--- src/rtl/fetch_sequencer.sv ---
// Instruction-fetch sequencer: owns the PC, issues one imem request at a time, presents fetched words to IF/ID.
// Optional MISALIGN_TRAP_EN: misaligned redirect targets trap to TRAP_VECTOR and pulse io_misaligned.
module fetch_sequencer #(
    parameter int                XLEN         = 32,
    parameter logic [XLEN-1:0]   RESET_VECTOR = 32'h0000_0000,
    parameter logic [XLEN-1:0]   TRAP_VECTOR  = 32'h0000_0100
) (
    input  logic            clock,
    input  logic            reset,
    input  logic            io_stall,
    input  logic            io_redirect_valid,
    input  logic [XLEN-1:0] io_redirect_target,
    output logic            io_imem_req_valid,
    input  logic            io_imem_req_ready,
    output logic [XLEN-1:0] io_imem_req_addr,
    input  logic            io_imem_resp_valid,
    input  logic [31:0]     io_imem_resp_data,
    output logic            io_if_valid,
    output logic [XLEN-1:0] io_if_pc,
    output logic [XLEN-1:0] io_if_pc4,
    output logic [31:0]     io_if_inst,
    output logic            io_flush
`ifdef MISALIGN_TRAP_EN
    ,
    output logic            io_misaligned
`endif
);

    localparam logic [1:0] S_REQ  = 2'd0;
    localparam logic [1:0] S_WAIT = 2'd1;
    localparam logic [1:0] S_PRES = 2'd2;

    localparam logic [XLEN-1:0] PC_STEP = XLEN'(4);
    localparam logic [31:0]     NOP     = 32'h0000_0013;

    logic [1:0]      r_state;
    logic [XLEN-1:0] r_pc;
    logic            r_kill;
    logic            r_if_valid;
    logic [XLEN-1:0] r_if_pc;
    logic [XLEN-1:0] r_if_pc4;
    logic [31:0]     r_if_inst;

    logic [XLEN-1:0] w_pc4;
    logic [XLEN-1:0] w_tgt_aligned;
    logic [XLEN-1:0] w_new_pc;

    assign w_pc4         = r_pc + PC_STEP;
    assign w_tgt_aligned = {io_redirect_target[XLEN-1:2], 2'b00};

`ifdef MISALIGN_TRAP_EN
    logic w_mis;
    assign w_mis         = io_redirect_valid && (io_redirect_target[1:0] != 2'b00);
    assign w_new_pc      = w_mis ? TRAP_VECTOR : w_tgt_aligned;
    assign io_misaligned = w_mis && !reset;
`else
    // Low target bits and the trap vector only matter when the trap is built in.
    logic w_unused_lowbits;
    assign w_unused_lowbits = ^{io_redirect_target[1:0], TRAP_VECTOR};
    assign w_new_pc         = w_tgt_aligned;
`endif

    assign io_imem_req_valid = (r_state == S_REQ) && !reset;
    assign io_imem_req_addr  = r_pc;
    assign io_flush          = io_redirect_valid && !reset;
    assign io_if_valid       = r_if_valid;
    assign io_if_pc          = r_if_pc;
    assign io_if_pc4         = r_if_pc4;
    assign io_if_inst        = r_if_inst;

    always_ff @(posedge clock) begin
        if (reset) begin
            r_state    <= S_REQ;
            r_pc       <= RESET_VECTOR;
            r_kill     <= 1'b0;
            r_if_valid <= 1'b0;
            r_if_pc    <= '0;
            r_if_pc4   <= '0;
            r_if_inst  <= NOP;
        end else begin
            case (r_state)
                S_REQ: begin
                    // An accepted request that is redirected away must have its response dropped.
                    if (io_redirect_valid) begin
                        r_pc <= w_new_pc;
                        if (io_imem_req_ready) begin
                            r_kill  <= 1'b1;
                            r_state <= S_WAIT;
                        end
                    end else if (io_imem_req_ready) begin
                        r_state <= S_WAIT;
                    end
                end
                S_WAIT: begin
                    if (io_imem_resp_valid) begin
                        r_kill <= 1'b0;
                        if (io_redirect_valid) begin
                            r_pc    <= w_new_pc;
                            r_state <= S_REQ;
                        end else if (r_kill) begin
                            r_state <= S_REQ;
                        end else begin
                            r_if_pc    <= r_pc;
                            r_if_pc4   <= w_pc4;
                            r_if_inst  <= io_imem_resp_data;
                            r_if_valid <= 1'b1;
                            r_state    <= S_PRES;
                        end
                    end else if (io_redirect_valid) begin
                        r_kill <= 1'b1;
                        r_pc   <= w_new_pc;
                    end
                end
                S_PRES: begin
                    if (io_redirect_valid) begin
                        r_pc       <= w_new_pc;
                        r_if_valid <= 1'b0;
                        r_state    <= S_REQ;
                    end else if (!io_stall) begin
                        r_pc       <= w_pc4;
                        r_if_valid <= 1'b0;
                        r_state    <= S_REQ;
                    end
                end
                default: r_state <= S_REQ;
            endcase
        end
    end

endmodule

--- config.mk ---
export PLATFORM = sky130hd
export DESIGN_NAME = fetch_sequencer
export DESIGN_NICKNAME = d
export VERILOG_FILES = /design/src/rtl/fetch_sequencer.sv
export SDC_FILE = /design/constraint.sdc
export NUM_CORES = 1
export LEC_CHECK = 0
export ABC_AREA = 1
export BUFFER_PORTS_ARGS = -buffer_cell sky130_fd_sc_hd__clkbuf_2
export CAP_MARGIN = 20
export CORE_MARGIN = 1
export CORE_UTILIZATION = 51
export CTS_BUF_LIST = sky130_fd_sc_hd__clkbuf_2 sky130_fd_sc_hd__clkbuf_4 sky130_fd_sc_hd__clkbuf_8
export CTS_CLUSTER_SIZE = 24
export DETAILED_ROUTE_END_ITERATION = 10
export GPL_ROUTABILITY_DRIVEN = 0
export GPL_TIMING_DRIVEN = 0
export PLACE_DENSITY = 0.82
export SYNTH_ARGS = -nofsm -noshare
export SYNTH_HDL_FRONTEND = slang
export SYNTH_SLANG_ARGS = --single-unit
--- constraint.sdc ---
create_clock -name clock -period 1.85 [get_ports clock]
set_input_delay 0.0925 -clock clock [delete_from_list [all_inputs] [get_ports clock]]
set_output_delay 0.0925 -clock clock [all_outputs]
set_load 0.05 [all_outputs]
; After elaboration in Yosys (flattened, before gate mapping)
; Index checks and enable logic that the tools add are counted.
[op_classes]
addsub = 1
n_eq_ne = 10
muxes = 22
n_bitwise = 2
n_reduce_logical = 13
[ops]
columns = cell, n
row1 = 2-to-1 mux 32 bit, 3
row2 = one-hot mux 32 bit (2 select lines), 1
row3 = "adder 32 x 3 -> 32 bit, second input constant", 1
row4 = 2-to-1 mux 2 bit, 6
row5 = "!= test 2 bit, second input constant", 5
row6 = 2-to-1 mux 1 bit, 9
row7 = AND reduction 4 bit, 2
row8 = "!= test 3 bit, second input constant", 2
row9 = one-hot mux 2 bit (3 select lines), 1
row10 = AND reduction 3 bit, 2
row11 = nonzero test 2 bit, 3
row12 = AND reduction 5 bit, 1
row13 = one-hot mux 1 bit (2 select lines), 2
row14 = "equality test 2 x 1 -> 1 bit, second input constant", 1
row15 = "equality test 2 bit, second input constant", 1
row16 = logical AND 1 bit, 2
row17 = zero test 2 bit, 1
row18 = "!= test 2 x 1 -> 1 bit, second input constant", 1
row19 = NOT 1 bit, 2
row20 = OR reduction 2 bit, 1
row21 = zero test 1 bit, 1
[totals]
ff_bits = 132
inputBits = 70
out_inout_bits = 131
elab_cells = 55

; Logic depth before layout (Yosys ltp)
; Gate-level depths: netlist (run 1).
[depth]
word_depth = 4
ltp_mapped = 10
mapped_depth_nobuf = 10

; Worst setup path before layout (run 1)
; OpenSTA, ideal clock, no wires.
[synth_path]
path_kind = register -> register
from = register r_pc[3], in the netlist io_imem_req_addr[3]
to = register r_if_pc4[28], in the netlist io_if_pc4[28]
setup_ns = 0.115
arrival_ns = 1.772
required_ns = 1.735
path_slack_ns = -0.037
path_stages_with_launch = 11
path_buffers = 0
period_less_slack_ns = 1.887
cell_sequence = dfxtp_1 > ha_1 > nand2_1 > nor2_2 > nand2_2 > nor2_1 > nand2_1 > nand2_1 > nand2_1 > o21ai_0 > inv_1
[synth_between]
elab_chain_len = 1
[synth_rtl]
columns = item, line_no
row1 = "start, declared", 37  ; logic [XLEN-1:0] r_pc;
row2 = "start signal, assigned", 85  ; r_pc <= w_new_pc;
row3 = "start signal, assigned", 98  ; r_pc <= w_new_pc;
row4 = "start signal, assigned", 111  ; r_pc <= w_new_pc;
row5 = adder 32 x 3 -> 32 bit, 48  ; assign w_pc4 = r_pc + PC_STEP;
row6 = "end signal, assigned", 104  ; r_if_pc4 <= w_pc4;
row7 = "end, declared", 41  ; logic [XLEN-1:0] r_if_pc4;
; Every way passes these cells.
; A chain may end at the register's enable or synchronous reset.

; Final worst setup path (run 1)
[layout_path]
from = register r_state[0]
to = register r_if_inst[30], in the netlist io_if_inst[30]
[layout_between]
elab_chain_len = 2
[layout_rtl]
columns = item, line_no
row1 = "start, declared", 36  ; logic [1:0] r_state;
row2 = "start signal, assigned", 73  ; r_state <= S_REQ;
row3 = "start signal, assigned", 88  ; r_state <= S_WAIT;
row4 = "start signal, assigned", 91  ; r_state <= S_WAIT;
row5 = equality test 2 x 1 -> 1 bit, 81  ; case (r_state)
row6 = AND reduction 4 bit (no line), n/a
row7 = "end signal, assigned", 105  ; r_if_inst <= io_imem_resp_data;
row8 = "end, declared", 42  ; logic [31:0] r_if_inst;
; Every way passes these cells.

==> out/metrics.cfg, run 1 <==
[synthesis]
synth_seq_area_share=0.451
syn_area_um2=5590
yosys.area.top_type_share=0.451
syn_inst=805
ys_async_sr_fraction=0
ys.flop_type=dfxtp_1
synth_most_common_cell=nor2_1
avgSynthCellArea_um2=6.95
yosysTopAreaCell=dfxtp_1
synth.area.top_cells=dfxtp_1 (45%), nor2_1 (12%), o21ai_0 (10%)
ys_seq_elements=126
synthTopCellsByCount=nor2_1 (186), nand2_1 (128), dfxtp_1 (126), o21ai_0 (117), a21oi_1 (74)
synth-edff-count=0
yosysWarnings=0
yosys.cell_types.count=28

[route]
detail-route-antenna-nets=0
wl_mm=19.6
dr_total_vias=6549
firstDrtPassIters=5
drtIter0Drc=503
wire_per_inst_um=15.9
route.detailed.drc=0
routed_via_density=5.31

[sta]
max_slew_margin=0.640
setup_violations=0
worstMarginPinSlew_ns=0.540
fmax_ghz=0.571
rsz0062_at_grt=no
whs_ns=0.0293
tns_ns=0
skew_ns=0.0114
min_period_ns=1.75
drv_slew=0
finalCritPeriodShare=0.947
finalHoldViolCount=0

[cts]
clockBufferDepth=2
clk_latency_ns=0.45
cts-htree-levels=4
cts_buffers=17
cts.sinks=126
clkTransAtPathRegs_ns=0.08
cts.root.buffer_cell=clkbuf_8
cts_tree=yes

[setup_path]
critPathBufInv=4
critical_path.cell_chain=inv_1 -> nor2_4 -> nand3_2 -> inv_2 -> buf_4 -> buf_4 -> nor2_1 -> nor2_1
required_ns=2.24
critPathTopFamily=buffers and inverters
r2r_slack_ns=0.1
crit_fanout=10
cp.arrival_ns=2.14
slowest_delay_ns=0.37
crit_type=register to register
crit_slowest_cell=dfxtp_1
endpoint_kind=register
critPathLaunchType=register

[pwr]
power-per-cell-area_nw_per_um2=901
peakVddDrop_mv=0.675
leakage_nw=3.68
design_power_total_mw=7.08

[place]
port_buffers=191
dp_hpwl_mm=13.0
placed_cells=1137

[final_layout]
fin_cells=1233
nFillCells=785
fin_nets=1155
area_growth_syn_to_layout_pct=40.4
diodes=0
post-route-util=0.750
drive_above_1_share=0.259

[die]
std_cell_rows=37
ioPinCount=201
dieArea_um2=11400
core_um2=10500
dieHeight_um=107
die_w_um=107
start_util=0.534

[global_routing]
grt_pass1_vias=6145
grt_pass1_wl_mm=30.3
grt_overflow=0
track_usage=0.345
grt_antenna_before_repair=0
grt_max_degree=17

[worst_hold_path]
min_path_type=input port to register

[job]
maxCapViolCount=0

[status]
status=finished, final reports clean

-- metal layers --
metal,global-route usage,wire [µm]
met1,0.384,7340
met2,0.614,9730
met3,0.0900,1830
met4,0.154,724
met5,0,0
-- power breakdown --
part | switching [mW] | total, mW | leakage, nW | internal (mW)
Combinational | 0.907 | 1.29 | 2.42 | 0.388
Sequential | 0.143 | 2.99 | 1.03 | 2.84
Clock | 1.22 | 2.79 | 0.230 | 1.58
-- placed cells by master (no fill, tap or decap), types with 2 or more instances in the layout --
master           n
clkbuf_2       191
buf_2           19
xnor2_1          8
o21ai_0        115
conb_1           6
buf_4           11
nor2_1         185
dlygate4sd3_1   64
inv_2            2
inv_6            5
dfxtp_2          4
bufinv_16        4
xor2_1           6
nor2_2          10
a21oi_1         74
nand2_2          7
inv_1           52
nand3_1         16
clkinv_4         2
nand2_1        128
nor2_4           5
nand3b_1         2
nand3_2          2
dfxtp_1        122
o21ai_1          8
clkbuf_1        20
clkbuf_8        19
-- per-stage QoR --
step | setup slack, ns | cell area [µm²]
after floorplan | 0.105 | 5610
final | 0.0981 | 7850
after global routing | 0.0000742 | 7850
after detailed placement | 0.178 | 6740
after global placement | 0.151 | 6740
after CTS | 0.130 | 7840
-- path summary, 6_finish.rpt --
check / from / endpoint / depth (start not counted)
hold reg to reg: io_if_valid / io_if_valid / 2
setup reg to reg: r_state[0] / io_if_inst[30] / 8
setup / recovery: r_state[0] / io_if_inst[30] / 8
hold / removal: io_redirect_target[4] / io_imem_req_addr[4] / 5
-- final cells by class --
cell class	count	area, µm²	area share
buffer	51	256	0.0327
clock buffer	19	262	0.0333
multi-input combinational	579	2640	0.336
clock inverter	13	200	0.0255
timing repair buffer	255	1600	0.203
tap	136	170	0.0217
sequential	126	2530	0.322
inverter	54	203	0.0258
-- kinds of logic after synthesis --
group | after synthesis | synth area share
AO/OA/AOI/OAI | 200 | 0.180
XOR/XNOR | 14 | 0.0219
adder cells (fa/ha/maj) | 1 | 0.00224
buffers and inverters | 105 | 0.0821
flip-flops | 126 | 0.451
other | 1 | 0.000671
AND/OR/NAND/NOR | 358 | 0.262
-- worst reg2reg max path, stage by stage, from the launching register on --
cell and delay [ns]:
dfxtp_1 0.37, inv_1 0.10, nor2_4 0.13, nand3_2 0.20, inv_2 0.22, buf_4 0.23, buf_4 0.24, nor2_1 0.07
nor2_1 0.13
-- registers in the layout, indices dropped and copies added (netlist names) --
signal            count
io_if_inst           32
io_if_pc4            30
io_if_pc             30
io_imem_req_addr     30
r_state               2
io_if_valid           1
r_kill                1
-- timing repair --
action | CTS | global route
endpoints found under the hold margin | 63 | 0
hold buffers | 64 | 0
endpoints found under the setup margin | 0 | 7
buffers inserted | 0 | 0
gates resized for setup | 0 | 6
No activity file was read; power rests on OpenSTA's default activity.
==> run 2: changes to the inputs <==
==> constraint.sdc (replaced) <==
create_clock -name clock -period 2 [get_ports clock]
set_input_delay 0 -clock clock [delete_from_list [all_inputs] [get_ports clock]]
set_output_delay 0 -clock clock [all_outputs]
set_load 0.05 [all_outputs]
==> out/metrics.cfg, run 2 (synthesis results as in run 1) <==
[status]
status=finished, final reports clean

[die]
std_cell_rows=37
dieHeight_um=107
die_w_um=107
dieArea_um2=11400
start_util=0.534
ioPinCount=201
core_um2=10500

[sta]
min_period_ns=1.85
setup_violations=0
drv_slew=0
whs_ns=0.0470
skew_ns=0.0142
max_slew_margin=0.624
finalCritPeriodShare=0.923
finalHoldViolCount=0
rsz0062_at_grt=no
tns_ns=0
worstMarginPinSlew_ns=0.564
fmax_ghz=0.542
finalWorstSetupSlack_ns=0.155

[cts]
cts_tree=yes
cts.root.buffer_cell=clkbuf_8
cts.sinks=126
clkTransAtPathRegs_ns=0.08
clk_latency_ns=0.44
postCtsSetupBuffers=0
clockBufferDepth=2
cts_buffers=17
cts_resized=0
cts-htree-levels=4

[final_layout]
drive_above_1_share=0.254
design_area_um2=7830
layout_commonest_cell=clkbuf_2
area_growth_syn_to_layout_pct=40.0
nFillCells=794
fin_cells=1236
multi_input_area_um2=2630
largest_reg_flops=32
final_cell_mix=clkbuf_2 (191), nor2_1 (186), nand2_1 (128)
ff_latch_area_um2=2520
fin_nets=1158
post-route-util=0.748
diodes=0

[setup_path]
cp.arrival_ns=2.17
critPathTopFamily=simple AND/OR/NAND/NOR gates
endpoint_kind=register
critPathBufInv=1
cp_common_cell=nand2_1
setup.worst_path.start=io_imem_req_addr[3]
crit_fanout=5
required_ns=2.32
critical_path.cell_chain=ha_1 -> nand2_1 -> nor2_2 -> nand2_2 -> nor2_1 -> nand2_1 -> nand2_1 -> nand2_1 -> o21ai_0 -> inv_1
crit_type=register to register
crit_slowest_cell=dfxtp_1
slowest_delay_ns=0.43
critPathLaunchType=register
regToRegStartpoint=io_imem_req_addr[3]

[pwr]
p_int_mw=4.26
p_clk_frac=0.374
switching_share=0.324
peakVddDrop_mv=0.569
leakage_nw=3.67
power-per-cell-area_nw_per_um2=805
switchingPower_mw=2.05
design_power_total_mw=6.31
pwr-share-comb=0.189
seq_power_share=0.437

[global_routing]
use_met2=0.560
grt_max_degree=17
grtUsageMet1=0.384
grt_pass1_vias=5857
top_usage_layer=met2
track_usage=0.326
grt_antenna_before_repair=0
met3_usage=0.0729
grt_overflow=0
grt_pass1_wl_mm=29.1

[place]
placed_area_um2=6740
port_buffers=191
dp_hpwl_mm=13.1
pre_cts_ws_ns=0.266
placed_cells=1137

[route]
detail-route-antenna-nets=0
firstDrtPassIters=5
dr_total_vias=6411
wl_mm=18.5
route.detailed.drc=0
routed_via_density=5.19
wire_per_inst_um=15.0
drtIter0Drc=515

[job]
maxCapViolCount=0

[worst_hold_path]
hp-start=reset
min_path_type=input port to register

-- run 2: changes by cell type in the layout (fill, tap and decap cells not counted), moves of 2 or more --
| cell | before | now |
|---|---|---|
| o21ai_0 | 115 | 117 |
| dfxtp_1 | 122 | 126 |
| dlygate4sd3_1 | 64 | 67 |
| o21ai_1 | 8 | 6 |
| dfxtp_2 | 4 | 0 |
| clkinv_4 | 2 | 5 |
| clkbuf_8 | 19 | 17 |
-- run 2: worst min-delay path, stage by stage --
cell and delay [ns]:
clkbuf_1 0.19, nor2_1 0.14, o21ai_0 0.08, inv_1 0.04
-- run 2: cell type report --
| cell class | count | area share |
|---|---|---|
| Buffer | 51 | 0.0328 |
| Clock buffer | 18 | 0.0308 |
| Clock inverter | 14 | 0.0232 |
| Inverter | 54 | 0.0259 |
| Multi-Input combinational cell | 579 | 0.336 |
| Sequential cell | 126 | 0.322 |
| Tap cell | 136 | 0.0217 |
| Timing Repair Buffer | 258 | 0.208 |
-- run 2: repair_timing --
item	in CTS	in global routing
endpoints found under the setup margin	0	0
hold endpoints to repair	66	0
hold buffers	67	0
-- run 2: path summary, 6_finish.rpt --
kind / depth (start not counted) / slack (ns) / to
worst min register to register: 2 / 0.47 / io_if_valid
worst max register to register: 10 / 0.15 / io_if_pc4[28]
worst max-delay path: 10 / 0.15 / io_if_pc4[28]
worst min-delay path: 4 / 0.05 / io_if_pc4[12]
-- run 2: per-layer routing --
metal | vias up | share of wire
li1 | 3141 | -
met1 | 2904 | 0.41
met2 | 310 | 0.48
met3 | 56 | 0.081
met4 | 0 | 0.029
met5 | - | 0
-- run 2: power by group through the flow --
| stage | clock network, mW | logic, mW | registers [mW] |
|---|---|---|---|
| CTS | 2.38 | 1.18 | 2.75 |
| finish | 2.36 | 1.19 | 2.75 |
| floorplan | 0 | 0.375 | 3.18 |
| global route | 2.49 | 1.27 | 2.77 |
| global placement | 0 | 1.06 | 2.80 |
| detailed placement | 0 | 1.07 | 2.81 |
==> run 3: changes to the inputs <==
--- a/config.mk
+++ b/config.mk
@@ -9,13 +9,12 @@
 export BUFFER_PORTS_ARGS = -buffer_cell sky130_fd_sc_hd__clkbuf_2
 export CAP_MARGIN = 20
 export CORE_MARGIN = 1
-export CORE_UTILIZATION = 51
+export CORE_UTILIZATION = 35
 export CTS_BUF_LIST = sky130_fd_sc_hd__clkbuf_2 sky130_fd_sc_hd__clkbuf_4 sky130_fd_sc_hd__clkbuf_8
 export CTS_CLUSTER_SIZE = 24
 export DETAILED_ROUTE_END_ITERATION = 10
 export GPL_ROUTABILITY_DRIVEN = 0
 export GPL_TIMING_DRIVEN = 0
-export PLACE_DENSITY = 0.82
 export SYNTH_ARGS = -nofsm -noshare
 export SYNTH_HDL_FRONTEND = slang
 export SYNTH_SLANG_ARGS = --single-unit
==> out/metrics.cfg, run 3 (synthesis results as in run 1) <==
[sta]
setup_violations=0
min_period_ns=1.86
tns_ns=0
worstMarginPinSlew_ns=0.725
fmax_ghz=0.537
finalHoldViolCount=0
max_slew_margin=0.517
drv_slew=0
rsz0062_at_grt=no
finalCritPeriodShare=0.931
skew_ns=0.0163

[place]
dp_hpwl_mm=15.0
placed_area_um2=6830
port_buffers=191

[final_layout]
multi_input_area_um2=2650
diodes=0
post-route-util=0.519
layout_commonest_cell=clkbuf_2
area_growth_syn_to_layout_pct=42.7
fin_nets=1160
largest_reg_flops=32
nFillCells=1602
design_area_um2=7980
ff_latch_area_um2=2520
drive_above_1_share=0.255
final_cell_mix=clkbuf_2 (192), nor2_1 (186), nand2_1 (128)

[worst_hold_path]
hold-path-endpoint=io_if_inst[4]
min_path_type=input port to register
min_path_cells=4
hp-start=io_imem_resp_data[4]

[cts]
clkTransAtPathRegs_ns=0.08
cts_tree=yes
clockBufferDepth=2
cts-htree-levels=4
clk_latency_ns=0.47
cts_buffers=17
cts.sinks=126
cts.root.buffer_cell=clkbuf_8

[setup_path]
cp.arrival_ns=2.23
r2r_slack_ns=0.14
required_ns=2.37
critPathLaunchType=register
r2r_cells=10
crit_fanout=5
r2r-end=io_if_pc4[28]
crit_type=register to register
regToRegStartpoint=io_imem_req_addr[3]
endpoint_kind=register

[global_routing]
track_usage=0.248
grt_antenna_before_repair=0
grtUsageMet1=0.306
use_met2=0.408
grt_pass1_wl_mm=30.9
grt_pass1_vias=5852
met3_usage=0.0578
grt_max_degree=17
grt_overflow=0
top_usage_layer=met2

[die]
std_cell_rows=45
dieHeight_um=128
ioPinCount=201
core_um2=15400
dieArea_um2=16500
die_w_um=128
start_util=0.364

[route]
drtIter0Drc=451
wire_per_inst_um=15.4
routed_via_density=4.80
dr_total_vias=6304
detail-route-antenna-nets=0
firstDrtPassIters=6
wl_mm=20.3
route.detailed.drc=0

[pwr]
power-per-cell-area_nw_per_um2=808
design_power_total_mw=6.45
peakVddDrop_mv=0.379
leakage_nw=3.70

[job]
maxCapViolCount=0

[status]
status=finished, final reports clean

-- run 3: timing repair --
action	in CTS	in global routing
endpoints found under the setup margin	0	9
setup buffers	0	0
resized for setup	0	5
hold endpoints to repair	68	0
hold buffers	69	0
-- run 3: cell type report --
class	count	share of cell area
multi-input cells	579	0.332
inverters	54	0.0254
flip-flops and latches	126	0.316
clock buffers	21	0.0347
clock inverters	11	0.0205
plain buffers	51	0.0323
well taps	211	0.0331
repair buffers	260	0.206
-- run 3: layer usage --
| metal | part of all wire | up-vias |
|---|---|---|
| met1 | 0.43 | 2864 |
| li1 | - | 3142 |
| met3 | 0.083 | 32 |
| met4 | 0.028 | 0 |
| met5 | 0 | - |
| met2 | 0.46 | 266 |
-- run 3: worst max-delay path, stage by stage, from the launching register on --
cell and delay [ns]:
dfxtp_1 0.44, ha_1 0.25, nand2_1 0.11, nor2_4 0.18, nand2_2 0.13, nor2_1 0.20, nand2_1 0.08, nand2_1 0.05
nand2_1 0.09, o21ai_0 0.17, inv_1 0.06
-- run 3: how the worst max path moves through the flow --
stage	start	endpoint	slack [ns]	cells after the start
floorplan	io_imem_req_addr[3]	io_if_pc4[28]	0.11	10
global placement	io_imem_req_addr[3]	io_if_pc4[28]	0.08	10
detailed placement	io_imem_req_addr[3]	io_imem_req_addr[16]	0.06	7
CTS	io_imem_req_addr[3]	io_imem_req_addr[16]	0.03	7
global route	io_imem_req_addr[3]	io_imem_req_addr[12]	0.01	7
finish	io_imem_req_addr[3]	io_if_pc4[28]	0.14	10
-- run 3: stage by stage --
stage | worst slack, ns | cells | hold WS [ns]
3_5_place_dp | 0.0626 | 1212 | 0.214
4_1_cts | 0.0316 | 1313 | 0.285
2_1_floorplan | 0.113 | 810 | 0.113
6_report | 0.139 | 1313 | 0.285
5_1_grt | 0.0131 | 1313 | 0.302
3_3_place_gp | 0.0818 | 1212 | 0.203
-- run 3: report_power, final --
part | switching (mW) | total [mW] | internal (mW)
Sequential | 0.137 | 2.77 | 2.63
Clock | 1.04 | 2.48 | 1.44
Combinational | 0.838 | 1.20 | 0.364
Total | 2.01 | 6.45 | 4.44
